**src/rtl/gemm_hls_deadlock_reporter.sv**
```systemverilog
// Deadlock reporter for the gemm_inst monitor chain: filters transient block
// flags, latches persistent ones as events, snapshots status and raises an irq.
module gemm_hls_deadlock_reporter #(
    parameter int CONFIRM_CYCLES = 16,
    parameter int AXIS_W         = 4,
    parameter int IDLE_W         = 4,
    parameter int CNT_W          = 8
) (
    input  logic              clock,
    input  logic              reset_n,
    input  logic              block,
    input  logic [AXIS_W-1:0] axis_block_sigs,
    input  logic [IDLE_W-1:0] inst_idle_sigs,
    input  logic              ack,
    output logic              deadlock_valid,
    output logic [AXIS_W-1:0] deadlock_axis,
    output logic [IDLE_W-1:0] deadlock_idle,
    output logic [CNT_W-1:0]  deadlock_count,
    output logic              irq
);

    localparam int RUN_W = $clog2(CONFIRM_CYCLES + 1);
    localparam logic [RUN_W-1:0] RUN_TARGET = RUN_W'(CONFIRM_CYCLES);
    localparam logic [CNT_W-1:0] COUNT_MAX  = '1;

    typedef enum logic [1:0] {
        S_IDLE,
        S_CONFIRM,
        S_REPORTED,
        S_WAIT_CLEAR
    } state_t;

    state_t           state, state_next;
    logic [RUN_W-1:0] run, run_next;
    logic [RUN_W-1:0] run_inc;
    logic             confirm;

    assign run_inc = run + RUN_W'(1);

    always_comb begin
        // NOTE: every always_comb output gets a default first so no path can infer a latch.
        state_next = state;
        run_next   = run;
        confirm    = 1'b0;
        case (state)
            // run is zero in IDLE, so IDLE and CONFIRM share the counting path.
            S_IDLE, S_CONFIRM: begin
                if (!block) begin
                    state_next = S_IDLE;
                    run_next   = '0;
                end else if (run_inc == RUN_TARGET) begin
                    state_next = S_REPORTED;
                    run_next   = '0;
                    confirm    = 1'b1;
                end else begin
                    state_next = S_CONFIRM;
                    run_next   = run_inc;
                end
            end
            S_REPORTED: begin
                if (ack) begin
                    state_next = block ? S_WAIT_CLEAR : S_IDLE;
                end
            end
            S_WAIT_CLEAR: begin
                if (!block) begin
                    state_next = S_IDLE;
                end
            end
            default: begin
                state_next = S_IDLE;
                run_next   = '0;
            end
        endcase
    end

    // NOTE: sequential state uses non-blocking assignments so every register samples pre-edge values.
    always_ff @(posedge clock or negedge reset_n) begin
        if (!reset_n) begin
            state          <= S_IDLE;
            run            <= '0;
            deadlock_valid <= 1'b0;
            irq            <= 1'b0;
            deadlock_axis  <= '0;
            deadlock_idle  <= '0;
            deadlock_count <= '0;
        end else begin
            state          <= state_next;
            run            <= run_next;
            deadlock_valid <= (state_next == S_REPORTED);
            irq            <= confirm;
            if (confirm) begin
                deadlock_axis <= axis_block_sigs;
                deadlock_idle <= inst_idle_sigs;
                if (deadlock_count != COUNT_MAX) begin
                    deadlock_count <= deadlock_count + CNT_W'(1);
                end
            end
        end
    end

endmodule

```
**config.mk**
```make
export PLATFORM = sky130hd
export DESIGN_NAME = gemm_hls_deadlock_reporter
export DESIGN_NICKNAME = d
export VERILOG_FILES = /design/src/rtl/gemm_hls_deadlock_reporter.sv
export SDC_FILE = /design/constraint.sdc
export NUM_CORES = 1
export LEC_CHECK = 0
export ABC_AREA = 1
export BUFFER_PORTS_ARGS = -buffer_cell sky130_fd_sc_hd__buf_2
export CORE_MARGIN = 2
export CORE_UTILIZATION = 51
export DETAILED_ROUTE_END_ITERATION = 6
export PLACE_DENSITY_LB_ADDON = 0.05
export SLEW_MARGIN = 20
export SYNTH_ARGS = -nofsm -noshare
export SYNTH_HDL_FRONTEND = slang
export SYNTH_SLANG_ARGS = --single-unit
```
**constraint.sdc**
```tcl
create_clock -name clock -period 2.05 [get_ports clock]
set_input_delay 0.41 -clock clock [delete_from_list [all_inputs] [get_ports clock]]
set_output_delay 0.41 -clock clock [all_outputs]
set_load 0.01 [all_outputs]
```
==> summary.txt <==
Outcome
  – Outcome: complete, no violations

Global routing
  – First-pass GRT wire length: 4.00 mm
  – Overall routing resource usage: 0.189
  – Initial antenna violation count: 0
  – Largest net degree at the start of global routing: 26
  – Vias in the first global route: 966
  – Total global routing overflow: 0

Power
  – Worst VDD drop: 0.379 mV
  – Reg power frac: 0.661
  – Pwr Total: 0.000764 W
  – Pwr Density: around 540 mW/mm²
  – Clock share of power: 0.291
  – Internal Dissipation: 0.000588 W
  – Lkg Pwr: 0.860 nW
  – Sw Pwr: 0.000176 W
  – Gate power share: 0.048
  – Sw Share: 0.231

Logic synthesis
  – Synth unique cells: 23
  – #FFs+latches synth: 25
  – Synth area leaders: dfrtp_1, nand2_1, nand3_1
  – Leading area contributor after synthesis: dfrtp_1
  – Post-synthesis average cell area: 8.11 µm²
  – YS warnings: 0
  – Area share of the leading cell type in the synthesized netlist: 0.514
  – Synthesized instance count: 150
  – Post-synthesis cell area: approximately 0.0012 mm²
  – Mapped Nets: 164
  – Seq/Total Area, Yosys: 0.514

STA
  – Slew Viols, Final: 0
  – Slew HR: 0.631
  – Worst-Margin Slew: 0.554 ns
  – Fin. Hold Viols: 0
  – Final setup fails: 0
  – Fmax: 589 MHz
  – Hold slack: 0.0619 ns
  – Unrepaired setup endpoints after global routing: false
  – Setup TNS: 0 ns
  – Worst Clk Skew: 0.00430 ns
  – Final min period: 1.70 ns
  – Final period util: 0.828

Die
  – Core area: 0.00223 mm²
  – Die area: 0.00279 mm²
  – Die H: 52.8 µm
  – Die width: 52.8 µm
  – Io pins: 30
  – Num rows: 17
  – Initial Util: 0.545

Final layout
  – Most frequent cells in the layout: nand2_1, buf_2, dfrtp_1
  – Fill cells: about 220
  – Ant. Diodes: 0
  – Most common cell after layout, fill and taps aside: nand2_1
  – Post-route cell area: 0.00142 mm²
  – Fraction of final layout cells with drive strength greater than 1: 0.231
  – Fin nets: 197
  – Area delta synth->final: 16.6%

Placement
  – Placed Area: about 0.0014 mm²
  – GP Congestion: 0.770
  – Post-DP HPWL: 1.78 mm
  – Buffers added on ports: 29

Worst setup path
  – FF-to-FF Start: run[0]
  – Worst Setup Start Kind: register
  – Worst R2R End: deadlock_count[4]
  – Crit-path slowest cell: dfrtp_1
  – Worst Setup EP: deadlock_count[4]
  – Worst R2R Setup Slack: 0.35 ns
  – Cell count of the worst reg-to-reg path: 9
  – CP endpoint kind: register
  – CP Class: register to register
  – Most used cell, CP: nand2_1
  – Crit-path cells: ha_1, nand2_1, inv_2, nand3_1, nand3_2, nor2_4, nand2_2, nand2_1, nand2_1
  – WP data required: 2.27 ns
  – Crit path arrival time: 1.92 ns
  – CP startpoint: run[0]
  – Worst path bufs/invs: 1
  – Worst path depth: 9
  – CP delay by family, top: simple AND/OR/NAND/NOR gates
  – Crit Path Max Fanout: 10
  – Max stage delay on crit path: between 0.4 and 0.5 ns

Clock network
  – Worst skew pair latency: 0.31 ns
  – Post-CTS sizing: 0
  – Clock Pin Slew Worst Setup and Hold Paths: 0.14 ns
  – Htree depth: 1
  – Cts bufs inserted: 3
  – CTS Hold Bufs: 0
  – Clock Sinks: 25
  – CTS max path bufs: 2
  – Setup bufs post-CTS: 0
  – CTS tree: built
  – Root buffer cell: clkbuf_4

Detailed routing
  – DR WL/cell: between 10 and 15 µm
  – Drt first-iter violations: 30
  – DRT Pass-1 Iters: 4
  – DRT Wirelength: about 2.4 mm
  – Avg Vias per Cell: 5.02
  – DRC viols: 0
  – Final ANT Viol Nets: 0
  – Total number of vias: 1055

Job
  – Number of max-cap violations: 0

Worst hold path
  – Min-delay worst type: primary input to asynchronous set/reset pin
metal layers:
metal,vias up,routed length [µm],track usage
li1,540,-,-
met1,489,1100,0.255
met2,26,1160,0.329
met3,0,97,0.0257
met4,0,0,0.0256
met5,-,0,0
registers in the layout, indices dropped and copies added, names as in the netlist:
| register | cells |
|---|---|
| deadlock_axis | 4 |
| deadlock_count | 8 |
| deadlock_idle | 4 |
| deadlock_valid | 1 |
| irq | 1 |
| run | 5 |
| state | 2 |
cells by family (layout without fill, tap and decap cells):
family / count (synthesis) / in the layout / synth area share
AO/OA/AOI/OAI: 7 / 7 / 0.0329
XOR/XNOR: 3 / 3 / 0.0216
adder cells (fa/ha/maj): 2 / 2 / 0.0206
buffers and inverters: 18 / 50 / 0.0627
flip-flops: 25 / 25 / 0.514
AND/OR/NAND/NOR: 95 / 95 / 0.348
cell usage after synthesis (all sizes together):
master and instances:
nor4 1, buf 2, nor3 1, xnor2 1
a21oi 2, inv 16, nand2 65, nand3b 1
nand4 3, nand3 17, a22o 1, xor2 2
dfrtp 25, nor2 7, o21ai 3, ha 2
o22ai 1
power by group through the flow:
stage               Sequential (W)  Combinational, W  Clock [W]
finish                    0.000505         0.0000365   0.000223
floorplan                 0.000514         0.0000137          0
CTS                       0.000506         0.0000378   0.000230
detailed placement        0.000515         0.0000373          0
global placement          0.000514         0.0000362          0
global route              0.000507         0.0000421   0.000253
worst min path at each step:
stage / start / endpoint / cells past startpoint / slack (ns)
finish: reset_n / deadlock_idle[1] / 1 / 0.06
global route: reset_n / state[0] / 1 / 0.09
CTS: reset_n / state[0] / 1 / 0.07
detailed placement: reset_n / run[1] / 1 / 0.43
global placement: reset_n / run[2] / 1 / 0.43
floorplan: reset_n / deadlock_axis[0] / 0 / 0.11
per-stage QoR:
stage	utilization	instances	setup slack, ns
2_1_floorplan	-	150	0.578
3_3_place_gp	0.621	206	0.448
3_5_place_dp	0.621	206	0.355
4_1_cts	0.635	210	0.347
5_1_grt	0.635	210	0.184
6_report	0.635	210	0.352
worst reg2reg max path, cell delays in order, from the launching register on:
cell,delay [ns]
dfrtp_1,0.44
ha_1,0.25
nand2_1,0.11
inv_2,0.05
nand3_1,0.10
nand3_2,0.12
nor2_4,0.23
nand2_2,0.17
nand2_1,0.09
nand2_1,0.05
cell type report:
cell class	count	area [µm²]	area share
repair buffers	30	153	0.108
clock inverters	1	7.51	0.00530
clock buffers	3	22.5	0.0159
well taps	28	35.0	0.0247
flip-flops and latches	25	626	0.441
inverters	16	60.1	0.0424
multi-input cells	107	514	0.363
(Power assumes the default switching activity.)
